**config.mk**
```make
export PLATFORM = sky130hd
export DESIGN_NAME = pipelined_cla_adder_flat
export DESIGN_NICKNAME = d
export VERILOG_FILES = /design/src/rtl/cla_pkg.sv /design/src/rtl/pipelined_cla_adder_if.sv /design/src/rtl/cla_block.sv /design/src/rtl/pipelined_cla_adder.sv /design/src/flat_wrapper.sv
export SDC_FILE = /design/constraint.sdc
export NUM_CORES = 1
export LEC_CHECK = 0
export ABC_AREA = 0
export CORE_AREA = 5 5 102 104
export CTS_BUF_LIST = sky130_fd_sc_hd__clkbuf_16
export CTS_CLUSTER_SIZE = 12
export DETAILED_ROUTE_END_ITERATION = 16
export DIE_AREA = 0 0 107 109
export PLACE_DENSITY = 0.77
export REMOVE_ABC_BUFFERS = 1
export SYNTH_ARGS = -nofsm -noshare
export SYNTH_HDL_FRONTEND = slang
export SYNTH_HIERARCHICAL = 1
export SYNTH_SLANG_ARGS = --single-unit
export TNS_END_PERCENT = 30
```
**constraint.sdc**
```tcl
create_clock -name clk -period 3.15 [get_ports clk]
set_input_delay 0.63 -clock clk [delete_from_list [all_inputs] [get_ports clk]]
set_output_delay 0.63 -clock clk [all_outputs]
set_load 0.005 [all_outputs]
```
**src/rtl/cla_pkg.sv**
```systemverilog
// Shared types and default sizing for the pipelined carry-lookahead adder.
package cla_pkg;

    typedef enum logic {
        OP_ADD,
        OP_SUB
    } op_e;

    localparam int DEFAULT_WIDTH = 16;
    localparam int DEFAULT_BLK_W = 4;

endpackage

```
**src/rtl/pipelined_cla_adder_if.sv**
```systemverilog
// Operand/result stream bundle for the pipelined CLA adder.
// master drives operands and consumes results; slave is the adder.
interface pipelined_cla_adder_if
    import cla_pkg::*;
#(
    parameter int WIDTH = DEFAULT_WIDTH
);
    logic             in_valid;
    logic             in_ready;
    logic [WIDTH-1:0] a;
    logic [WIDTH-1:0] b;
    logic             cin;
    logic             sub;
    logic             out_valid;
    logic             out_ready;
    logic [WIDTH-1:0] sum;
    logic             carry;
    logic             ovf;

    modport master (
        output in_valid, a, b, cin, sub, out_ready,
        input  in_ready, out_valid, sum, carry, ovf
    );

    modport slave (
        input  in_valid, a, b, cin, sub, out_ready,
        output in_ready, out_valid, sum, carry, ovf
    );
endinterface

```
**src/rtl/cla_block.sv**
```systemverilog
// One BLK_W-bit carry-lookahead group: generate/propagate with flat carry terms.
module cla_block #(
    parameter int BLK_W = 4
) (
    input  logic [BLK_W-1:0] a,
    input  logic [BLK_W-1:0] b,
    input  logic             ci,
    output logic [BLK_W-1:0] s,
    output logic             co,
    output logic             c_msb_in
);
    logic [BLK_W-1:0] g;
    logic [BLK_W-1:0] p;
    logic [BLK_W:0]   c;
    logic             acc;
    logic             run_p;

    assign g = a & b;
    assign p = a ^ b;

    // Each carry is the OR over j of g[j] gated by the propagates above j, plus ci gated by all
    // propagates below it, so no carry depends on another carry inside the group.
    always_comb begin
        c     = '0;
        acc   = 1'b0;
        run_p = 1'b1;
        c[0]  = ci;
        for (int i = 0; i < BLK_W; i++) begin
            acc   = 1'b0;
            run_p = 1'b1;
            for (int j = i; j >= 0; j--) begin
                acc   = acc | (g[j] & run_p);
                run_p = run_p & p[j];
            end
            c[i+1] = acc | (ci & run_p);
        end
    end

    assign s        = p ^ c[BLK_W-1:0];
    assign co       = c[BLK_W];
    assign c_msb_in = c[BLK_W-1];
endmodule

```
**src/rtl/pipelined_cla_adder.sv**
```systemverilog
// Pipelined carry-lookahead adder/subtractor. One lookahead group is resolved per stage;
// the group carry is registered between stages and the untouched upper operand bits travel
// along with the partial sum. Valid/ready with a combinational ready chain so bubbles collapse.
module pipelined_cla_adder
    import cla_pkg::*;
#(
    parameter int WIDTH = DEFAULT_WIDTH,
    parameter int BLK_W = DEFAULT_BLK_W
) (
    input  logic                 clk,
    input  logic                 rst_n,
    pipelined_cla_adder_if.slave bus
);
    localparam int NSTG = WIDTH / BLK_W;

    if ((WIDTH % BLK_W) != 0) begin : g_bad_width
        $error("pipelined_cla_adder: WIDTH must be a multiple of BLK_W");
    end

    op_e              op;

    // stage registers: stage k holds the operands/carry needed to resolve group k
    logic [NSTG-1:0]  v;
    logic [WIDTH-1:0] a_r   [NSTG];
    logic [WIDTH-1:0] b_r   [NSTG];
    logic [WIDTH-1:0] s_r   [NSTG];
    logic             c_r   [NSTG];

    // values offered to each stage register on advance
    logic [NSTG-1:0]  v_in;
    logic [WIDTH-1:0] a_in  [NSTG];
    logic [WIDTH-1:0] b_in  [NSTG];
    logic [WIDTH-1:0] s_in  [NSTG];
    logic             c_in  [NSTG];

    // per-group lookahead results and the partial sum with group k filled in
    logic [BLK_W-1:0] blk_s  [NSTG];
    logic             blk_co [NSTG];
    logic             blk_cm [NSTG];
    logic [WIDTH-1:0] s_nx   [NSTG];

    // adv[k]: stage k may load this cycle; adv[NSTG] belongs to the output register
    logic [NSTG:0]    adv;

    logic             out_valid_r;
    logic [WIDTH-1:0] sum_r;
    logic             carry_r;
    logic             ovf_r;

    assign op = bus.sub ? OP_SUB : OP_ADD;

    // Ready chain from the output back to the input: a stage moves if it is empty or its successor moves.
    always_comb begin
        adv       = '0;
        adv[NSTG] = !out_valid_r || bus.out_ready;
        for (int k = NSTG - 1; k >= 0; k--) begin
            adv[k] = !v[k] || adv[k+1];
        end
    end

    // Stage inputs: stage 0 captures the bus (b inverted and carry forced for subtract), later stages take their predecessor.
    always_comb begin
        v_in    = '0;
        v_in[0] = bus.in_valid;
        a_in[0] = bus.a;
        b_in[0] = (op == OP_SUB) ? ~bus.b : bus.b;
        c_in[0] = (op == OP_SUB) ? 1'b1 : bus.cin;
        s_in[0] = '0;
        for (int k = 1; k < NSTG; k++) begin
            v_in[k] = v[k-1];
            a_in[k] = a_r[k-1];
            b_in[k] = b_r[k-1];
            c_in[k] = blk_co[k-1];
            s_in[k] = s_nx[k-1];
        end
    end

    // Merge each group's sum bits into the partial sum carried by that stage.
    always_comb begin
        for (int k = 0; k < NSTG; k++) begin
            s_nx[k]                    = s_r[k];
            s_nx[k][k*BLK_W +: BLK_W] = blk_s[k];
        end
    end

    for (genvar k = 0; k < NSTG; k++) begin : g_grp
        cla_block #(
            .BLK_W (BLK_W)
        ) u_blk (
            .a        (a_r[k][k*BLK_W +: BLK_W]),
            .b        (b_r[k][k*BLK_W +: BLK_W]),
            .ci       (c_r[k]),
            .s        (blk_s[k]),
            .co       (blk_co[k]),
            .c_msb_in (blk_cm[k])
        );
    end

    // Stage valid bits: the only state that must be cleared so in-flight beats vanish on reset.
    always_ff @(posedge clk or negedge rst_n) begin
        if (!rst_n) begin
            v <= '0;
        end else begin
            for (int k = 0; k < NSTG; k++) begin
                if (adv[k]) begin
                    v[k] <= v_in[k];
                end
            end
        end
    end

    // Stage data: loaded only when a real beat moves in, otherwise left alone.
    always_ff @(posedge clk) begin
        for (int k = 0; k < NSTG; k++) begin
            if (adv[k] && v_in[k]) begin
                a_r[k] <= a_in[k];
                b_r[k] <= b_in[k];
                c_r[k] <= c_in[k];
                s_r[k] <= s_in[k];
            end
        end
    end

    // Output register: resolves the top group and holds the result until it is taken.
    always_ff @(posedge clk or negedge rst_n) begin
        if (!rst_n) begin
            out_valid_r <= 1'b0;
            sum_r       <= '0;
            carry_r     <= 1'b0;
            ovf_r       <= 1'b0;
        end else if (adv[NSTG]) begin
            out_valid_r <= v[NSTG-1];
            if (v[NSTG-1]) begin
                sum_r   <= s_nx[NSTG-1];
                carry_r <= blk_co[NSTG-1];
                ovf_r   <= blk_co[NSTG-1] ^ blk_cm[NSTG-1];
            end
        end
    end

    assign bus.in_ready  = adv[0];
    assign bus.out_valid = out_valid_r;
    assign bus.sum       = sum_r;
    assign bus.carry     = carry_r;
    assign bus.ovf       = ovf_r;
endmodule

```
**src/flat_wrapper.sv**
```systemverilog
// flat-port wrapper written by rule: the top's interface ports become plain ports
module pipelined_cla_adder_flat import cla_pkg::*;
#(
    parameter int WIDTH = DEFAULT_WIDTH,
    parameter int BLK_W = DEFAULT_BLK_W
)
  (clk, rst_n, bus_in_valid, bus_a, bus_b, bus_cin, bus_sub, bus_out_ready, bus_in_ready, bus_out_valid, bus_sum, bus_carry, bus_ovf);
  pipelined_cla_adder_if #(.WIDTH(WIDTH)) bus_i ();
  input  logic clk;
  input  logic rst_n;
  input wire logic [$bits(bus_i.in_valid)-1:0] bus_in_valid;
  input wire logic [$bits(bus_i.a)-1:0] bus_a;
  input wire logic [$bits(bus_i.b)-1:0] bus_b;
  input wire logic [$bits(bus_i.cin)-1:0] bus_cin;
  input wire logic [$bits(bus_i.sub)-1:0] bus_sub;
  input wire logic [$bits(bus_i.out_ready)-1:0] bus_out_ready;
  output wire logic [$bits(bus_i.in_ready)-1:0] bus_in_ready;
  output wire logic [$bits(bus_i.out_valid)-1:0] bus_out_valid;
  output wire logic [$bits(bus_i.sum)-1:0] bus_sum;
  output wire logic [$bits(bus_i.carry)-1:0] bus_carry;
  output wire logic [$bits(bus_i.ovf)-1:0] bus_ovf;
  assign bus_i.in_valid = bus_in_valid;
  assign bus_i.a = bus_a;
  assign bus_i.b = bus_b;
  assign bus_i.cin = bus_cin;
  assign bus_i.sub = bus_sub;
  assign bus_i.out_ready = bus_out_ready;
  assign bus_in_ready = bus_i.in_ready;
  assign bus_out_valid = bus_i.out_valid;
  assign bus_sum = bus_i.sum;
  assign bus_carry = bus_i.carry;
  assign bus_ovf = bus_i.ovf;
  pipelined_cla_adder #(.WIDTH(WIDTH), .BLK_W(BLK_W)) u_core (.clk(clk), .rst_n(rst_n), .bus(bus_i));
endmodule
```
==> run summary <==
drt wl/cell = 14.50 µm
layout cell share with drive strength beyond 1 = 18.42%
Hold Crit Class = reg2reg
met1 WL = 2.853 mm
register area share after synthesis = 76.90%
top layer in use = met4
crit start category = primary input
CTS tree = built
initial antenna violation count = 0
storage element area = 3819 µm²
net switching power = 1106 µW
core area = 9459 µm²
total routed wirelength = 6.614 mm
R2R cell count = 6
period utilization = 85.82%
Starting DRT DRC Count = 109
post-route cell area = 6252 µm²
cts bufs inserted = 17
hold path depth = 0
worst vdd ir = 0.4637 mV
unrepaired setup endpoints after global routing = no
Chip Height = 109 µm
total die area = 11660 µm²
RD Place Congestion = 0.7245
synth cell count leaders = edfxtp_1 (108), xor2_1 (26), dfrtp_1 (23)
row count = 36
area delta synth->final = 25.90%
TNS Setup = 0 ps
Avg Inst Size Synth = 19.63 µm²
asr flop ratio synth = 17.56%
pwr dens = 812.6 nW/µm²
cell area after placement = 5674 µm²
vias in the first global route = 2416
number of diodes = 0
Worst-Margin Slew = 993.4 ps
Req. time, crit path = 2520 ps
met3 wire length = 296 µm
part of the power in registers = 47.2%
Max Cap Viol = 0
DRT antenna net count = 0
Fin. Hold Viols = 0
htree depth = 4
crit path time final = 2703 ps
Synth cell types = 27
most frequent cell after synthesis = edfxtp_1
Synth Flop Type = edfxtp_1
top cells by area, synth = edfxtp_1 (65%), dfrtp_1 (12%), xor2_1 (4.6%)
first-pass GRT wire length = 11.35 mm
area of the multi-input gates = 1067 µm²
CP arrival = 2070 ps
Starting Density = 52.50%
Leak = 0.002437 µW
dpl cells = 424
Sw Share = 21.77%
HPWL Detailed = 4.262 mm
DRC = 0
nets = 387
Internal = 3974 µW
final design utilization = 66.10%
first-pass detailed-route iteration total = 4
non-filler cells, final = 456
Worst-Skew Late Latency = 400 ps
Resize count post-CTS = 0
Worst setup EP type = primary output
# hold bufs at CTS = 0
Hold Slack = 410.4 ps
Total GRT Usage = 13.03%
status = complete, no violations
Port-buffer cells = 57
Clock Skew = 9.514 ps
Post-synth EDFFs = 108
Critical Setup Path Class = in2out
combinational power share = 15.8%
via count = 2202
Reg clk slew, reported paths = 60 ps
Highest Clock Rate = 369.9 MHz
I/O Pins = 58
Yosys top cell by area = edfxtp_1
Yosys warning total = 18
Vias per Instance = 4.829
Die X-Extent = 107 µm
CTS root buf = clkbuf_16
Post-Synthesis Cell Area = 4966 µm²
Max clock buf depth = 2
fin. max-slew vios = 0
Slew Limit Headroom = 33.56%
post-CTS setup buffer count = 0
post-synthesis register bit count = 131
synthesized instance count = 253
met2 wire len = 3.336 mm
Final setup viols = 0
clock network fraction of total power = 37.0%
CP Max Fanout = 4
Yosys top cell area share = 65.31%
# fillers = 634
largest net degree at the start of global routing = 34
grt total ovfl = 0
CTS sink count = 131
[through the flow]
| stage | total power [µW] | worst slack (ps) |
|---|---|---|
| 2_1_floorplan | 2847 | 467.3 |
| 3_3_place_gp | 3191 | 472.5 |
| 3_5_place_dp | 3236 | 450.8 |
| 4_1_cts | 5144 | 444.7 |
| 5_1_grt | 5327 | 415.9 |
| 6_report | 5080 | 446.8 |
[worst max-delay path, stage by stage]
cell,delay (ps)
clkdlybuf4s50_1,520
and4b_1,260
nand3_1,140
clkdlybuf4s50_1,530
[flip-flops by register name (all words and copies together) (netlist names)]
register,flops
u_core/c_r,4
u_core/b_r,40
u_core/v,4
u_core/bus.carry,1
u_core/bus.sum,16
u_core/bus.ovf,1
u_core/s_r,24
u_core/a_r,40
u_core/bus.out_valid,1
[power groups by stage]
stage / Sequential [µW] / Combinational [µW] / Clock [µW]
3_5_place_dp: 2430 / 803 / 0
4_1_cts: 2400 / 820 / 1920
5_1_grt: 2430 / 883 / 2010
3_3_place_gp: 2420 / 776 / 0
2_1_floorplan: 2410 / 437 / 0
6_report: 2400 / 805 / 1880
[layout make-up]
type	count	area share, %
Clock inverter	15	2.441
Clock buffer	17	6.804
Tap cell	114	2.281
Inverter	12	0.7204
Timing Repair Buffer	61	9.606
Multi-Input combinational cell	106	17.07
Sequential cell	131	61.08
[final timing paths]
path	to	startpoint	slack, ps
setup / recovery	bus_in_ready	bus_out_ready	450
hold / removal	u_core/s_r[3][2]	u_core/s_r[2][2]	410
setup reg to reg	u_core/bus.ovf	u_core/a_r[3][12]	1200
hold reg to reg	u_core/s_r[3][2]	u_core/s_r[2][2]	410
max in group asynchronous	u_core/bus.carry	rst_n	1760
min in group asynchronous	u_core/bus.out_valid	rst_n	780
[layout by cell type (no fill, tap or decap), drive strengths merged]
cell type,count
edfxtp,108
clkdlybuf4s50,57
xor2,26
dfrtp,23
mux2,18
clkbuf,17
inv,16
ha,16
nor2,8
a21o,5
clkinvlp,4
a211oi,4
o21ai,4
o21bai,4
fa,4
buf,4
clkinv,4
bufinv,3
or2,3
xnor2,3
nand2b,3
and2,2
nor2b,2
and4b,1
nand3,1
nand2,1
a21boi,1
[cell families after synthesis]
family          share of synthesized area [%]
simple gates                            2.544
mux                                     4.837
compound gates                          3.225
buf+inv                                 1.738
flops                                   76.90
fa+ha+maj                               5.644
xor+xnor                                5.115
[layer usage]
metal	vias to the layer above	GRT usage [%]
met5	-	0
met4	0	6.941
met3	14	4.855
met2	57	20.91
met1	1052	15.42
li1	1079	-
Power figures use the tool's default switching activity.
==> variant (same settings) <==
Set the package constant `DEFAULT_BLK_W` to 8 (it was 4).
--- a/src/rtl/cla_pkg.sv
+++ b/src/rtl/cla_pkg.sv
@@ -8,5 +8,5 @@
 
     localparam int DEFAULT_WIDTH = 16;
-    localparam int DEFAULT_BLK_W = 4;
+    localparam int DEFAULT_BLK_W = 8;
 
 endpackage
Check against the original RTL: not equivalent (Yosys sat finds a counterexample within 4 cycles, from zero or initial values and one cycle with rst_n low).
==> variant against the original RTL <==
- synthesized area is 31% lower
- sequential cell count is 52 lower
- routed wire length is 19% lower
- die area stayed put
- maximum frequency is 12% higher
- setup slack better by 0.29 ns
- clock skew is 0.0041 ns lower
- clock power is 39% lower
- design area is 29% lower
- count of clock-buffer cells in the layout is 8 lower
- total power is 37% lower
- sequential share of layout area is 10 points lower
- non-clock buffer count is 1 lower
- largest cell class unchanged
==> variant: results <==
group,metric,value,unit
routing,wl_met3,290,um
synthesis,synth_warnings,14,
setup_path,critical_path_peak_fanout,3,
synthesis,seq_area_frac_synth,66.54,%
setup_path,r2r_slack,1.07,ns
global_routing,met3_usage,3.079,%
cells_and_area,finalNetCount,323,
place,place_area,4110,um^2
clocking,htreeDepth,3,
synthesis,async_flop_share,26.58,%
status,status,"completed",
place,dpl.cell_count,370,
place,place_hpwl,3918,um
worst_hold_path,hold_end,"u_core/b_r[0][28]",
synthesis,syn_area_per_cell,17.12,um^2
timing,slew_headroom,34.96,%
timing,holdWs,0.4185,ns
synthesis,synth-edff-count,58,
clocking,worst_skew_pair.late_latency,0.32,ns
routing,wl_met1,1990,um
timing,clock_skew,0.005432,ns
routing,met2WireLength,2936,um
synthesis,ys_types,43,
power_and_ir_drop,p_leak,1.776,nW
power_and_ir_drop,pwr_density_cell,718.0,nW/um^2
variant: cell types whose count changed after synthesis, sizes merged, moves of 3 or more:
cell	before	now
a21oi	0	4
edfxtp	108	58
nor2	8	4
xnor2	3	6
a21o	5	8
inv	12	7
o21bai	4	1
xor2	26	23
variant: report_power, final:
group          leakage (nW)  total, mW  internal (mW)  switching (mW)
Combinational         0.810      0.648          0.411           0.238
Sequential            0.801       1.39           1.32          0.0755
Clock                 0.164       1.15          0.768           0.385
variant: worst reg2reg max path, cell delays in order, from the launching register on:
cell	delay [ns]
edfxtp_1	0.42
ha_1	0.34
a211oi_2	0.27
o21ai_2	0.13
a41oi_2	0.26
o21bai_1	0.13
xor2_1	0.15
mux2_2	0.26
variant: area by class of cell:
type	instances	area share (%)
Multi-Input combinational cell	110	24.31
Sequential cell	79	50.98
Clock inverter	7	2.504
Tap cell	114	3.208
Timing Repair Buffer	60	13.34
Inverter	7	0.5909
Clock buffer	9	5.065
variant: cells by family (layout without fill, tap and decap cells):
kind of cell / after synthesis / in the layout / share of synthesized area, %
XOR/XNOR: 29 / 29 / 7.455
buffers and inverters: 10 / 83 / 1.726
AO/OA/AOI/OAI: 23 / 23 / 5.803
AND/OR/NAND/NOR: 22 / 22 / 4.370
flip-flops: 79 / 79 / 66.54
multiplexers: 18 / 18 / 7.051
adder cells (fa/ha/maj): 18 / 18 / 7.051
variant: how the worst max path moves through the flow:
stage | slack (ns) | endpoint | cells past startpoint
global placement | 0.75 | bus_in_ready | 3
CTS | 0.73 | bus_in_ready | 3
finish | 0.73 | bus_in_ready | 3
detailed placement | 0.74 | bus_in_ready | 3
global route | 0.67 | bus_in_ready | 3
floorplan | 1.14 | u_core/a_r[0][0] | 2
